## src/rtl/debug_display_unit.sv

```systemverilog
`default_nettype none
// ============================================================================
//  Module   : debug_display_unit
//  Purpose  : Shows one selected 32-bit debug register in hex on a
//             multiplexed, active-low seven-segment display, and drives a
//             heartbeat LED and a pulse-stretched instruction-commit LED.
//  Revision : 1.0 - initial release
// ----------------------------------------------------------------------------
//  Ports
//    clk         in   system clock, all state on the rising edge
//    reset_n     in   asynchronous active-low reset
//    sel         in   debug register index
//    page        in   4-digit build: 0 = bits 15:0, 1 = bits 31:16
//    regs        in   flattened registers, register i at [32*i+31:32*i]
//    commit      in   one-cycle commit strobe
//    seg         out  segments {g,f,e,d,c,b,a}, active-low
//    dp          out  decimal point, active-low
//    an          out  digit enables, active-low
//    led_hb      out  heartbeat, period 2*HB_DIV cycles
//    led_commit  out  high for STRETCH cycles after the latest commit
// ============================================================================
module debug_display_unit #(
    parameter int NUM_REGS = 32,
    parameter int DIGITS   = 4,
    parameter int SCAN_DIV = 100_000,
    parameter int HB_DIV   = 50_000_000,
    parameter int STRETCH  = 10_000_000
) (
    input  logic                          clk,
    input  logic                          reset_n,
    input  logic [$clog2(NUM_REGS)-1:0]   sel,
    input  logic                          page,
    input  logic [NUM_REGS*32-1:0]        regs,
    input  logic                          commit,
    output logic [6:0]                    seg,
    output logic                          dp,
    output logic [DIGITS-1:0]             an,
    output logic                          led_hb,
    output logic                          led_commit
);

    localparam int SEL_W   = $clog2(NUM_REGS);
    localparam int PRESC_W = $clog2(SCAN_DIV);
    localparam int DIG_W   = $clog2(DIGITS);
    localparam int HB_W    = $clog2(HB_DIV);
    localparam int CMT_W   = $clog2(STRETCH + 1);

    // ------------------------------------------------------------------
    // State registers and next-state values
    // ------------------------------------------------------------------
    logic [PRESC_W-1:0] presc_q,   presc_d;
    logic [DIG_W-1:0]   digit_q,   digit_d;
    logic [31:0]        snap_q,    snap_d;
    logic               page_q,    page_d;
    logic [HB_W-1:0]    hb_cnt_q,  hb_cnt_d;
    logic               led_hb_q,  led_hb_d;
    logic [CMT_W-1:0]   cmt_cnt_q, cmt_cnt_d;
    logic               led_cmt_q, led_cmt_d;
    logic [DIGITS-1:0]  an_q,      an_d;
    logic [6:0]         seg_q,     seg_d;
    logic               dp_q,      dp_d;

    logic               tick_w;
    logic               frame_w;
    logic               hb_wrap_w;
    logic [31:0]        sel_word_w;
    logic [31:0]        shown_w;
    logic [3:0]         nibble_w;

    // Hex digit to active-low {g,f,e,d,c,b,a} glyph; b and d are lowercase.
    function automatic logic [6:0] hex_glyph(input logic [3:0] v);
        logic [6:0] g;
        case (v)
            4'h0:    g = 7'b1000000;
            4'h1:    g = 7'b1111001;
            4'h2:    g = 7'b0100100;
            4'h3:    g = 7'b0110000;
            4'h4:    g = 7'b0011001;
            4'h5:    g = 7'b0010010;
            4'h6:    g = 7'b0000010;
            4'h7:    g = 7'b1111000;
            4'h8:    g = 7'b0000000;
            4'h9:    g = 7'b0010000;
            4'hA:    g = 7'b0001000;
            4'hB:    g = 7'b0000011;
            4'hC:    g = 7'b1000110;
            4'hD:    g = 7'b0100001;
            4'hE:    g = 7'b0000110;
            default: g = 7'b0001110;
        endcase
        return g;
    endfunction

    // ------------------------------------------------------------------
    // Register selection: an index with no matching register reads zero.
    // ------------------------------------------------------------------
    always_comb begin
        sel_word_w = 32'h0;
        for (int i = 0; i < NUM_REGS; i++) begin
            if (sel == SEL_W'(i)) begin
                sel_word_w = regs[32*i +: 32];
            end
        end
    end

    // ------------------------------------------------------------------
    // Scan timing, snapshot, heartbeat and commit stretch
    // ------------------------------------------------------------------
    always_comb begin
        tick_w  = (presc_q == PRESC_W'(SCAN_DIV - 1));
        presc_d = tick_w ? '0 : presc_q + 1'b1;

        digit_d = digit_q;
        if (tick_w) begin
            digit_d = (digit_q == DIG_W'(DIGITS - 1)) ? '0 : digit_q + 1'b1;
        end

        // The snapshot only moves when the last digit finishes its dwell,
        // so a whole scan always shows one consistent word.
        frame_w = tick_w && (digit_q == DIG_W'(DIGITS - 1));
        snap_d  = frame_w ? sel_word_w : snap_q;
        page_d  = frame_w ? page       : page_q;

        hb_wrap_w = (hb_cnt_q == HB_W'(HB_DIV - 1));
        hb_cnt_d  = hb_wrap_w ? '0 : hb_cnt_q + 1'b1;
        led_hb_d  = led_hb_q ^ hb_wrap_w;

        // Saturating down-counter; a new strobe reloads it, so back-to-back
        // strobes keep it non-zero and it can never wrap.
        if (commit) begin
            cmt_cnt_d = CMT_W'(STRETCH);
        end else if (cmt_cnt_q != '0) begin
            cmt_cnt_d = cmt_cnt_q - 1'b1;
        end else begin
            cmt_cnt_d = cmt_cnt_q;
        end
        // Registering the next count puts the LED high in the very cycle
        // after the strobe.
        led_cmt_d = (cmt_cnt_d != '0);
    end

    // ------------------------------------------------------------------
    // Display content for the digit currently being scanned
    // ------------------------------------------------------------------
    always_comb begin
        shown_w = snap_q;
        if (DIGITS == 4 && page_q) begin
            shown_w = {16'h0, snap_q[31:16]};
        end

        nibble_w = 4'h0;
        for (int k = 0; k < DIGITS; k++) begin
            if (digit_q == DIG_W'(k)) begin
                nibble_w = shown_w[4*k +: 4];
            end
        end

        an_d  = ~(DIGITS'(1) << digit_q);
        seg_d = hex_glyph(nibble_w);
        // Decimal point on the leftmost digit flags the upper half-word.
        dp_d  = !((DIGITS == 4) && page_q && (digit_q == DIG_W'(DIGITS - 1)));
    end

    // ------------------------------------------------------------------
    // Sequential state
    // ------------------------------------------------------------------
    always_ff @(posedge clk or negedge reset_n) begin
        if (!reset_n) begin
            presc_q   <= '0;
            digit_q   <= '0;
            snap_q    <= 32'h0;
            page_q    <= 1'b0;
            hb_cnt_q  <= '0;
            led_hb_q  <= 1'b0;
            cmt_cnt_q <= '0;
            led_cmt_q <= 1'b0;
            an_q      <= '1;
            seg_q     <= 7'b1111111;
            dp_q      <= 1'b1;
        end else begin
            presc_q   <= presc_d;
            digit_q   <= digit_d;
            snap_q    <= snap_d;
            page_q    <= page_d;
            hb_cnt_q  <= hb_cnt_d;
            led_hb_q  <= led_hb_d;
            cmt_cnt_q <= cmt_cnt_d;
            led_cmt_q <= led_cmt_d;
            an_q      <= an_d;
            seg_q     <= seg_d;
            dp_q      <= dp_d;
        end
    end

    assign seg        = seg_q;
    assign dp         = dp_q;
    assign an         = an_q;
    assign led_hb     = led_hb_q;
    assign led_commit = led_cmt_q;

endmodule
`default_nettype wire

```

## config.mk

```make
export PLATFORM = sky130hd
export DESIGN_NAME = debug_display_unit
export DESIGN_NICKNAME = d
export VERILOG_FILES = /design/src/rtl/debug_display_unit.sv
export SDC_FILE = /design/constraint.sdc
export NUM_CORES = 1
export LEC_CHECK = 0
export ABC_AREA = 1
export CORE_AREA = 2 2 411 413
export DETAILED_ROUTE_END_ITERATION = 7
export DIE_AREA = 0 0 413 415
export PLACE_DENSITY = 0.32
export SLEW_MARGIN = 20
export SYNTH_ARGS = -nofsm -noshare
export SYNTH_HDL_FRONTEND = slang
export SYNTH_SLANG_ARGS = --single-unit
```

## constraint.sdc

```tcl
create_clock -name clk -period 3.1 [get_ports clk]
set_input_delay 0.31 -clock clk [delete_from_list [all_inputs] [get_ports clk]]
set_output_delay 0.31 -clock clk [all_outputs]
set_load 0.01 [all_outputs]
```

==> results.ini <==
[floorplan]
num_rows = 150
start_util = 0.08767
ios = 1047
die_y_um = 415
die_width_um = 413
coreArea_mm2 = 0.1667
die_area_mm2 = 0.1714

[timing]
fin_crit_ps = 3430
max_freq_ghz = 0.2915
setup_viol_count_final = 16
setup_ws_ps = -330.1
post-route-period-util = 1.106
relSlewSlack = 0.6075
fin_setup_tns_ps = -1901
rsz0062_at_grt = yes
hold_viol_final = 0
final_max_slew_viol_count = 0
skew_ps = 12.62
worstMarginPinSlew_ps = 588.7

[detailed_routing]
wl_per_cell_um = 25.45
routed_wl_mm = 161.5
routed_via_density = 3.743
vias = 23760
detail_route.first_pass.iterations = 5
drt-initial-drc-count = 1429
drc = 0
ant_nets = 0

[worst_setup_path]
arrival_ps = 3750
critPathTopFamily = simple AND/OR/NAND/NOR gates
path_common_cell = nand4_1
cp.required_ps = 3420
crit_path_start_kind = input pin
cpPeakStageDelay_ps = 330
slowest_stage = nand4_1
crit_type = input pin to flop
worst_setup_path_end_kind = flop
path_max_fanout = 6
path_buf_inv = 7

[clocking]
clk_latency_ps = 440
htreeDepth = 4
clkSinkCount = 116
cts-root-buf = clkbuf_16
cts_tree = built
cts_buffers = 17
clk_pin_slew_worst_paths_ps = 50
clockBufferDepth = 2

[grt]
antenna_found_initial = 61
grt_pass1_vias = 24940
overflow = 0
grt_start_max_net_pins = 60
grt_use_total = 0.1812
grt_pass1_wl_mm = 214.1

[power]
share_seq_of_total_power = 0.226
p_sw_uw = 2346
p_int_uw = 4519
switching_share = 0.3417
power_leakage_uw = 0.01413
comb_power_share = 0.493
pwr_density_cell_mw_per_mm2 = 206.9
clkPwrFrac = 0.282
ir_worst_vdd_uv = 363.3

[synthesis]
synth.area.top_cells = nand2_1 27%, dfrtp_1 18%, nor2_1 10%
synth-seq-cells = 116
yosys.area.top_type = nand2_1
syn_nets = 3829
synth_seq_area_share = 0.1997
syn_inst = 2782
netlist_area_mm2 = 0.01461
postSynthAreaPerCell_um2 = 5.252
yosys_warnings = 0
yosysUniqueCellTypes = 49
synth_top_area_share = 0.2736

[layout]
final_common_cell = clkdlybuf4s50_1
area_delta_synth_final_pct = 127.1
fin_cells = 6347
layout_common_cells = 1040 x clkdlybuf4s50_1, 955 x nand2_1, 346 x inv_1, 332 x nor2_1, 257 x buf_4
nFillCells = 19260
drive_gt1_frac = 0.2030
final_net_count = 5152

[min_path]
hp-class = input pin to async pin

[placement]
place.gp.congestion = 0.9243
portBuffers = 1046
dp_cells = 6224
hpwlAfterDp_mm = 143.6

[status]
status = complete, but fails checks
violations = setup timing

[job]
max_cap_viol_count = 0

power by group through the flow:
stage	Combinational [uW]	Clock (uW)	Sequential, uW
2_1_floorplan	635	0	1570
3_3_place_gp	3180	0	1580
3_5_place_dp	3180	0	1580
4_1_cts	3420	2000	1550
5_1_grt	3600	2070	1550
6_report	3380	1930	1550
final cells by class:
class	instances	area [um^2]	share of cell area
timing repair buffer	1424	14390	0.4338
multi-input combinational	2178	11070	0.3337
sequential	116	2918	0.08793
tap	2204	2758	0.08311
inverter	368	1413	0.04257
clock buffer	22	484.2	0.01459
clock inverter	10	80.08	0.002413
antenna	25	62.56	0.001885
per-stage QoR:
step	util	worst slack, ps	total power [uW]	area [um^2]	hold WS [ps]
5_1_grt	0.1990	-411.9	7226	33170	458.0
4_1_cts	0.1950	-547.5	6975	32500	431.9
3_3_place_gp	0.1834	-2208	4759	30570	351.1
6_report	0.1991	-330.1	6865	33180	419.7
2_1_floorplan	-	716.3	2205	14610	14.41
3_5_place_dp	0.1834	-2243	4753	30570	349.5
worst reg2reg max path, cell delays in order (launching register included):
cell      delay (ps)
dfrtp_1          410
nor2_1           100
nand2_1          190
nor3_1            70
nand3_1          110
nand2_1           70
inv_1             80
nand3_2          120
nor2_2           140
nand3_1          120
nor2_1           100
inv_1             60
nor2_2           110
inv_1             90
o31ai_2          220
o311ai_2         180
nor4_2           330
nand3b_1         120
layer usage:
layer | part of all wire | global-route usage
met1 | 0.43 | 0.2284
met2 | 0.49 | 0.3174
met3 | 0.063 | 0.03668
met4 | 0.015 | 0.03322
met5 | 0.0015 | 0
synth_stat cells (all sizes together):
| cell type | n |
|---|---|
| a211oi | 1 |
| a21oi | 126 |
| a22oi | 2 |
| a2bb2oi | 1 |
| buf | 33 |
| nor4 | 11 |
| mux2 | 1 |
| o21ai | 50 |
| clkbuf | 87 |
| o211ai | 2 |
| nor3 | 32 |
| inv | 365 |
| xnor2 | 3 |
| o311ai | 1 |
| clkinv | 3 |
| nand4 | 202 |
| o31ai | 2 |
| xor2 | 8 |
| dfrtp | 104 |
| o21a | 4 |
| a32oi | 1 |
| o22ai | 4 |
| o32ai | 1 |
| nand3 | 100 |
| nor2 | 411 |
| a31oi | 2 |
| and3 | 3 |
| ha | 14 |
| a21o | 1 |
| dfstp | 12 |
| nor3b | 4 |
| a221oi | 2 |
| or2 | 122 |
| nand2 | 1066 |
| nand3b | 1 |
path summary, 6_finish.rpt:
path | start | endpoint | slack, ps | depth (start not counted)
max | sel[2] | snap_q[30] | -330 | 28
min | reset_n | cmt_cnt_q[20] | 420 | 2
max reg2reg | cmt_cnt_q[4] | led_commit | 320 | 17
min reg2reg | presc_q[0] | presc_q[0] | 460 | 1
max in group asynchronous | reset_n | an[3] | 1950 | 3
min in group clk | presc_q[0] | presc_q[0] | 460 | 1
sequential cells by signal (all words and copies together) (netlist names):
signal      cells
digit_q         2
snap_q         32
an              4
led_hb          1
page_q          1
cmt_cnt_q      24
hb_cnt_q       26
seg             7
presc_q        17
led_commit      1
dp              1
timing repair:
| action | CTS | global route |
|---|---|---|
| setup buffers | 47 | 32 |
| cloned | 1 | 1 |
| hold buffers | 1 | 0 |
| hold endpoints to repair | 26 | 0 |
| pin swaps | 225 | 255 |
| endpoints found under the setup margin | 32 | 34 |
| resized for setup | 302 | 126 |
cell families (layout without fill, tap and decap cells):
group | Yosys count | count (layout) | share of synthesized area
simple gates | 1952 | 1952 | 0.5793
buf+inv | 488 | 1824 | 0.1290
compound gates | 200 | 200 | 0.07261
flops | 116 | 116 | 0.1997
fa+ha+maj | 14 | 14 | 0.01199
xor+xnor | 11 | 11 | 0.006594
mux | 1 | 1 | 0.0007706
other cells | 0 | 25 | 0
No activity file was read; power rests on OpenSTA's default activity.
